**src/rtl/ctrl_pkg.sv**
```systemverilog
// Shared encodings for the multi-cycle control FSM: opcodes, ALU function codes,
// instruction classes and FSM states.
package ctrl_pkg;

    localparam int unsigned ALU_FUNC_W = 4;

    localparam logic [5:0] TRAP_OPC_DEFAULT = 6'b111110;

    // Opcodes (Instr[31:26])
    localparam logic [5:0] OPC_RTYPE = 6'b100000;
    localparam logic [5:0] OPC_ADDI  = 6'b110000;
    localparam logic [5:0] OPC_ANDI  = 6'b110010;
    localparam logic [5:0] OPC_ORI   = 6'b110011;
    localparam logic [5:0] OPC_LW    = 6'b001111;
    localparam logic [5:0] OPC_SW    = 6'b011111;
    localparam logic [5:0] OPC_BEQ   = 6'b000000;
    localparam logic [5:0] OPC_BNE   = 6'b000001;
    localparam logic [5:0] OPC_B     = 6'b111111;

    // ALU function codes
    localparam logic [ALU_FUNC_W-1:0] ALU_ADD = 4'b0000;
    localparam logic [ALU_FUNC_W-1:0] ALU_SUB = 4'b0001;
    localparam logic [ALU_FUNC_W-1:0] ALU_AND = 4'b0010;
    localparam logic [ALU_FUNC_W-1:0] ALU_OR  = 4'b0011;
    localparam logic [ALU_FUNC_W-1:0] ALU_NOT = 4'b0100;

    typedef enum logic [2:0] {
        ClsR    = 3'd0,
        ClsI    = 3'd1,
        ClsLd   = 3'd2,
        ClsSt   = 3'd3,
        ClsBr   = 3'd4,
        ClsHalt = 3'd5,
        ClsIll  = 3'd6
    } instr_class_e;

    typedef enum logic [3:0] {
        StIfetch  = 4'd0,
        StDecode  = 4'd1,
        StExecR   = 4'd2,
        StExecI   = 4'd3,
        StExecMem = 4'd4,
        StExecBr  = 4'd5,
        StMem     = 4'd6,
        StWbAlu   = 4'd7,
        StWbMem   = 4'd8,
        StSkip    = 4'd9,
        StHalt    = 4'd10
    } state_e;

endpackage

```
**src/rtl/ctrl_opcode_decode.sv**
```systemverilog
// Combinational opcode classifier: maps Instr[31:26] to an instruction class.
module ctrl_opcode_decode
    import ctrl_pkg::*;
#(
    parameter logic [5:0] TRAP_OPC = TRAP_OPC_DEFAULT
) (
    input  logic [5:0] opcode,
    output logic [2:0] instr_class
);

    // Trap opcode takes priority so an overridden TRAP_OPC always halts
    always_comb begin
        instr_class = ClsIll;
        if (opcode == TRAP_OPC) begin
            instr_class = ClsHalt;
        end else begin
            case (opcode)
                OPC_RTYPE:                   instr_class = ClsR;
                OPC_ADDI, OPC_ANDI, OPC_ORI: instr_class = ClsI;
                OPC_LW:                      instr_class = ClsLd;
                OPC_SW:                      instr_class = ClsSt;
                OPC_BEQ, OPC_BNE, OPC_B:     instr_class = ClsBr;
                default:                     instr_class = ClsIll;
            endcase
        end
    end

endmodule

```
**src/rtl/multicycle_control.sv**
```systemverilog
// Multi-cycle control FSM for the MIPS-style datapath.
// Optional feature: define CTRL_MEM_WAIT_EN to stall the MEM state until Mem_Ready.
module multicycle_control
    import ctrl_pkg::*;
#(
    parameter logic [5:0] TRAP_OPC = TRAP_OPC_DEFAULT
) (
    input  logic                  Clk,
    input  logic                  Reset,
    input  logic [31:0]           Instr,
    input  logic                  ALU_zero,
    input  logic                  Mem_Ready,
    output logic                  PC_LdEn,
    output logic                  PC_sel,
    output logic                  IR_LdEn,
    output logic                  RF_WrEn,
    output logic                  RF_WrData_sel,
    output logic                  RF_B_sel,
    output logic                  ALU_Bin_sel,
    output logic [ALU_FUNC_W-1:0] ALU_func,
    output logic                  Mem_WrEn,
    output logic                  Halted,
    output logic                  Illegal
);

    state_e     state;
    logic [5:0] opcode;
    logic [2:0] instr_class;
    logic       branch_taken;
    logic       mem_done;
    logic       unused_instr;

    assign opcode       = Instr[31:26];
    assign unused_instr = ^Instr[25:ALU_FUNC_W];

    ctrl_opcode_decode #(
        .TRAP_OPC (TRAP_OPC)
    ) u_decode (
        .opcode      (opcode),
        .instr_class (instr_class)
    );

`ifdef CTRL_MEM_WAIT_EN
    assign mem_done = Mem_Ready;
`else
    logic unused_mem_ready;
    assign mem_done         = 1'b1;
    assign unused_mem_ready = Mem_Ready;
`endif

    assign branch_taken = ((opcode == OPC_BEQ) &&  ALU_zero) ||
                          ((opcode == OPC_BNE) && !ALU_zero) ||
                           (opcode == OPC_B);

    // State sequencing; every state lasts one cycle except MEM (wait) and HALT
    always_ff @(posedge Clk) begin
        if (Reset) begin
            state <= StIfetch;
        end else begin
            case (state)
                StIfetch: state <= StDecode;
                StDecode: begin
                    case (instr_class)
                        ClsR:         state <= StExecR;
                        ClsI:         state <= StExecI;
                        ClsLd, ClsSt: state <= StExecMem;
                        ClsBr:        state <= StExecBr;
                        ClsHalt:      state <= StHalt;
                        default:      state <= StSkip;
                    endcase
                end
                StExecR, StExecI: state <= StWbAlu;
                StExecMem:        state <= StMem;
                StMem: begin
                    if (mem_done) begin
                        state <= (instr_class == ClsLd) ? StWbMem : StIfetch;
                    end
                end
                StHalt:  state <= StHalt;
                default: state <= StIfetch;
            endcase
        end
    end

    // Output decode from state and opcode; Reset masks every enable
    always_comb begin
        PC_LdEn       = 1'b0;
        PC_sel        = 1'b0;
        IR_LdEn       = 1'b0;
        RF_WrEn       = 1'b0;
        RF_WrData_sel = 1'b0;
        RF_B_sel      = 1'b0;
        ALU_Bin_sel   = 1'b0;
        ALU_func      = ALU_ADD;
        Mem_WrEn      = 1'b0;
        Halted        = 1'b0;
        Illegal       = 1'b0;
        case (state)
            StIfetch: IR_LdEn = 1'b1;
            StDecode: begin
                // sw and compares need rd on the second read port
                RF_B_sel = (opcode == OPC_SW) || (opcode == OPC_BEQ) || (opcode == OPC_BNE);
                Illegal  = (instr_class == ClsIll);
            end
            StExecR: ALU_func = Instr[ALU_FUNC_W-1:0];
            StExecI: begin
                ALU_Bin_sel = 1'b1;
                case (opcode)
                    OPC_ANDI: ALU_func = ALU_AND;
                    OPC_ORI:  ALU_func = ALU_OR;
                    default:  ALU_func = ALU_ADD;
                endcase
            end
            StExecMem: ALU_Bin_sel = 1'b1;
            StExecBr: begin
                ALU_func = ALU_SUB;
                PC_LdEn  = 1'b1;
                PC_sel   = branch_taken;
            end
            StMem: begin
                if (instr_class == ClsSt) begin
                    Mem_WrEn = 1'b1;
                    PC_LdEn  = mem_done;
                end
            end
            StWbAlu: begin
                RF_WrEn = 1'b1;
                PC_LdEn = 1'b1;
            end
            StWbMem: begin
                RF_WrEn       = 1'b1;
                RF_WrData_sel = 1'b1;
                PC_LdEn       = 1'b1;
            end
            StSkip:  PC_LdEn = 1'b1;
            StHalt:  Halted  = 1'b1;
            default: ;
        endcase
        if (Reset) begin
            PC_LdEn  = 1'b0;
            IR_LdEn  = 1'b0;
            RF_WrEn  = 1'b0;
            Mem_WrEn = 1'b0;
            Halted   = 1'b0;
            Illegal  = 1'b0;
        end
    end

endmodule

```
**config.mk**
```make
export PLATFORM = sky130hd
export DESIGN_NAME = multicycle_control
export DESIGN_NICKNAME = d
export VERILOG_FILES = /design/src/rtl/ctrl_pkg.sv /design/src/rtl/ctrl_opcode_decode.sv /design/src/rtl/multicycle_control.sv
export SDC_FILE = /design/constraint.sdc
export NUM_CORES = 1
export LEC_CHECK = 0
export ABC_AREA = 0
export CORE_AREA = 2 2 55 46
export CTS_BUF_LIST = sky130_fd_sc_hd__clkbuf_8 sky130_fd_sc_hd__clkbuf_16
export DETAILED_ROUTE_END_ITERATION = 16
export DIE_AREA = 0 0 57 48
export PLACE_DENSITY_LB_ADDON = 0.15
export SYNTH_ARGS = -nofsm -noshare
export SYNTH_HDL_FRONTEND = slang
export SYNTH_SLANG_ARGS = --single-unit
```
**constraint.sdc**
```tcl
create_clock -name Clk -period 1.3 [get_ports Clk]
set_input_delay 0.13 -clock Clk [delete_from_list [all_inputs] [get_ports Clk]]
set_output_delay 0.13 -clock Clk [all_outputs]
set_load 0.05 [all_outputs]
```
==> run metrics <==
first-pass GRT wire length 4420 um; Routed Antenna Nets 0; Flop pwr share 10.4%; Layout Cells excl Fill 184; GPL Wtd Cong 0.896; slowest CP cell or3_4; utilization after layout 76.0%; CTS tree done; syn nets 128; switching power total 0.000653 W; share of layout cells above drive strength 1 67.9%; clock-pin slew on the worst setup and hold paths 0.03 ns; register bit total from synthesis 4; Mapped Avg Cell Area 6.62 um^2; Routed WL 3020 um; switching share of total power 41.6%; n_diodes 0; number of flops mapped to enable cells by yosys 0; Final Instance Area 1630 um^2; initial detailed-routing violation count 36; Final HPWL DP 1810 um; Slew Limit Headroom 76.4%; placed cell area 1360 um^2; PwrDens 966 nW/um^2; Crit path arrival time 1.60 ns; Pins Over Slew Limit 0; Async SR Flop Fraction 0%; largest net degree at the start of global routing 9; H-tree Lvls 1; Rows 15; nets 197; sequential area share after synthesis 13.1%; Clock Skew 0.00242 ns; critical path launch point type flip-flop; failing checks setup timing; DR DRC count 0; Post-Synthesis Cells 92; Initial Util 28.5%; CP Capture Type primary output; Die X 57 um; IO Pins 50; most frequent cells in the layout buf_4 (35), buf_12 (14), buf_6 (8); most common flop cell mapped by yosys dfxtp_1; fill cell count 161; status finished with violations; Max VDD drop 788 uV; RSZ-0062 raised after global routing yes; Regs by FF count state (4); crit path max fanout 2; setup violation total in the final timing report 15; clock power share 16.7%; CORE AREA 2140 um^2; Hold Crit Class primary input to flip-flop; CTS sink count 4; Skew-Pair Late Insertion Delay 0.22 ns; final hold slack 0.388 ns; vias in the first global route 964; Tot Pwr 0.00157 W; Tot GR Track Use 21.8%; Netlist cell types 39; Ys Warns 0; CTS Buffer Depth 2; final worst-path cycle share 133%; Cell Area, Synth 609 um^2; vias 1021; Worst Max-Slew Pin Slew 0.351 ns; FMAX 577 MHz; max-cap violation count 0; Top reg by flops state; P_leak 0.648 nW; GRT overflow 0; Largest register FFs 4; Hold Vio Cnt, Final 0; CTS Buf Count 3; P_int 0.000918 W; kind of critical path flip-flop to primary output; antenna violations before repair 0; placed cells 170; worst path cell trace or3_4, nor3b_2, o211ai_1, a21oi_4, buf_12; Die H 48 um; Port Buffers 26; Routed WL per cell 16.4 um; minimum clock period 1.73 ns; Detailed Routing Iterations Pass 1 4; Die ar. 2740 um^2; Root Driver clkbuf_8; DR vias/cell 5.55; combinational share of power 72.9%; PnR worst setup slack -0.434 ns; leading cell type in the layout, fill and taps excluded buf_4; crit-path max cell delay 0.37 ns; worst path required time 1.17 ns; area delta synth->final 167%
## cell usage after synthesis (all sizes together), types with 2 or more instances
cell,n,area [um^2]
nand2b,2,12.5
nand2,6,22.5
o2111ai,2,17.5
nor4,2,12.5
nor2,12,45.0
and2,4,25.0
o21ai,4,20.0
a31oi,2,12.5
a21oi,8,40.0
o21a,2,15.0
nor3,6,30.0
and4,2,17.5
dfxtp,4,80.1
buf,5,31.3
clkbuf,2,7.51
inv,4,15.0
nor2b,4,25.0
a311o,2,20.0
## worst max-delay path: cells and delay by family, from the launching register on
| family | cells | cell delay [ns] |
|---|---|---|
| AOI/OAI and AO/OA | 2 | 0.37 |
| and+or+nand+nor | 2 | 0.58 |
| DFF | 1 | 0.30 |
| buffers and inverters | 1 | 0.15 |
## through the flow
step | worst slack [ns] | setup TNS, ns
6_report | -0.434 | -3.35
5_1_grt | -0.496 | -4.07
4_1_cts | -0.437 | -3.07
3_5_place_dp | -0.570 | -5.63
3_3_place_gp | -0.553 | -5.36
2_1_floorplan | -0.295 | -1.09
## area by class of cell
| class | instances | area (um^2) | share of cell area (%) |
|---|---|---|---|
| Timing Repair Buffer | 71 | 763 | 46.9 |
| Inverter | 4 | 17.5 | 1.08 |
| Sequential cell | 4 | 83.8 | 5.15 |
| Clock buffer | 3 | 41.3 | 2.54 |
| Tap cell | 25 | 31.3 | 1.92 |
| Multi-Input combinational cell | 77 | 689 | 42.4 |
## layer usage
| layer | share of wire, % | track usage, % | wire, um | up-vias |
|---|---|---|---|---|
| met1 | 39 | 26.3 | 1170 | 480 |
| met4 | 4.1 | 13.5 | 123 | 0 |
| met3 | 6.5 | 3.24 | 195 | 10 |
| met5 | 0 | 0 | 0 | - |
| li1 | - | - | - | 483 |
| met2 | 50 | 38.2 | 1520 | 48 |
## final timing paths
kind                            endpoint  slack [ns]       from  cells past startpoint
worst max register to register  state[1]       -0.08   state[1]                      7
worst min register to register  state[2]        0.64   state[3]                      2
worst min-delay path            state[3]        0.39  Instr[31]                      5
worst max-delay path             Illegal       -0.43   state[2]                      5
## cell families after synthesis
family | after synthesis | synth area share [%]
compound gates | 29 | 32.9
xor+xnor | 1 | 1.44
buf+inv | 11 | 8.83
flops | 4 | 13.1
simple gates | 47 | 43.7
## power by group through the flow
stage | logic, W | registers (W) | clock network (W)
finish | 0.00115 | 0.000164 | 0.000262
global placement | 0.000845 | 0.000158 | 0
CTS | 0.00107 | 0.000164 | 0.000263
floorplan | 0.000456 | 0.000169 | 0
global route | 0.00119 | 0.000166 | 0.000277
detailed placement | 0.000855 | 0.000159 | 0
## repair_timing
item / in CTS / in global routing
buffers inserted: 10 / 2
hold buffers: 0 / 0
resized for setup: 56 / 9
pin swaps: 15 / 4
setup endpoints to repair: 18 / 17
hold endpoints to repair: 0 / 0
Note: power is estimated with default switching activity, not from simulation.
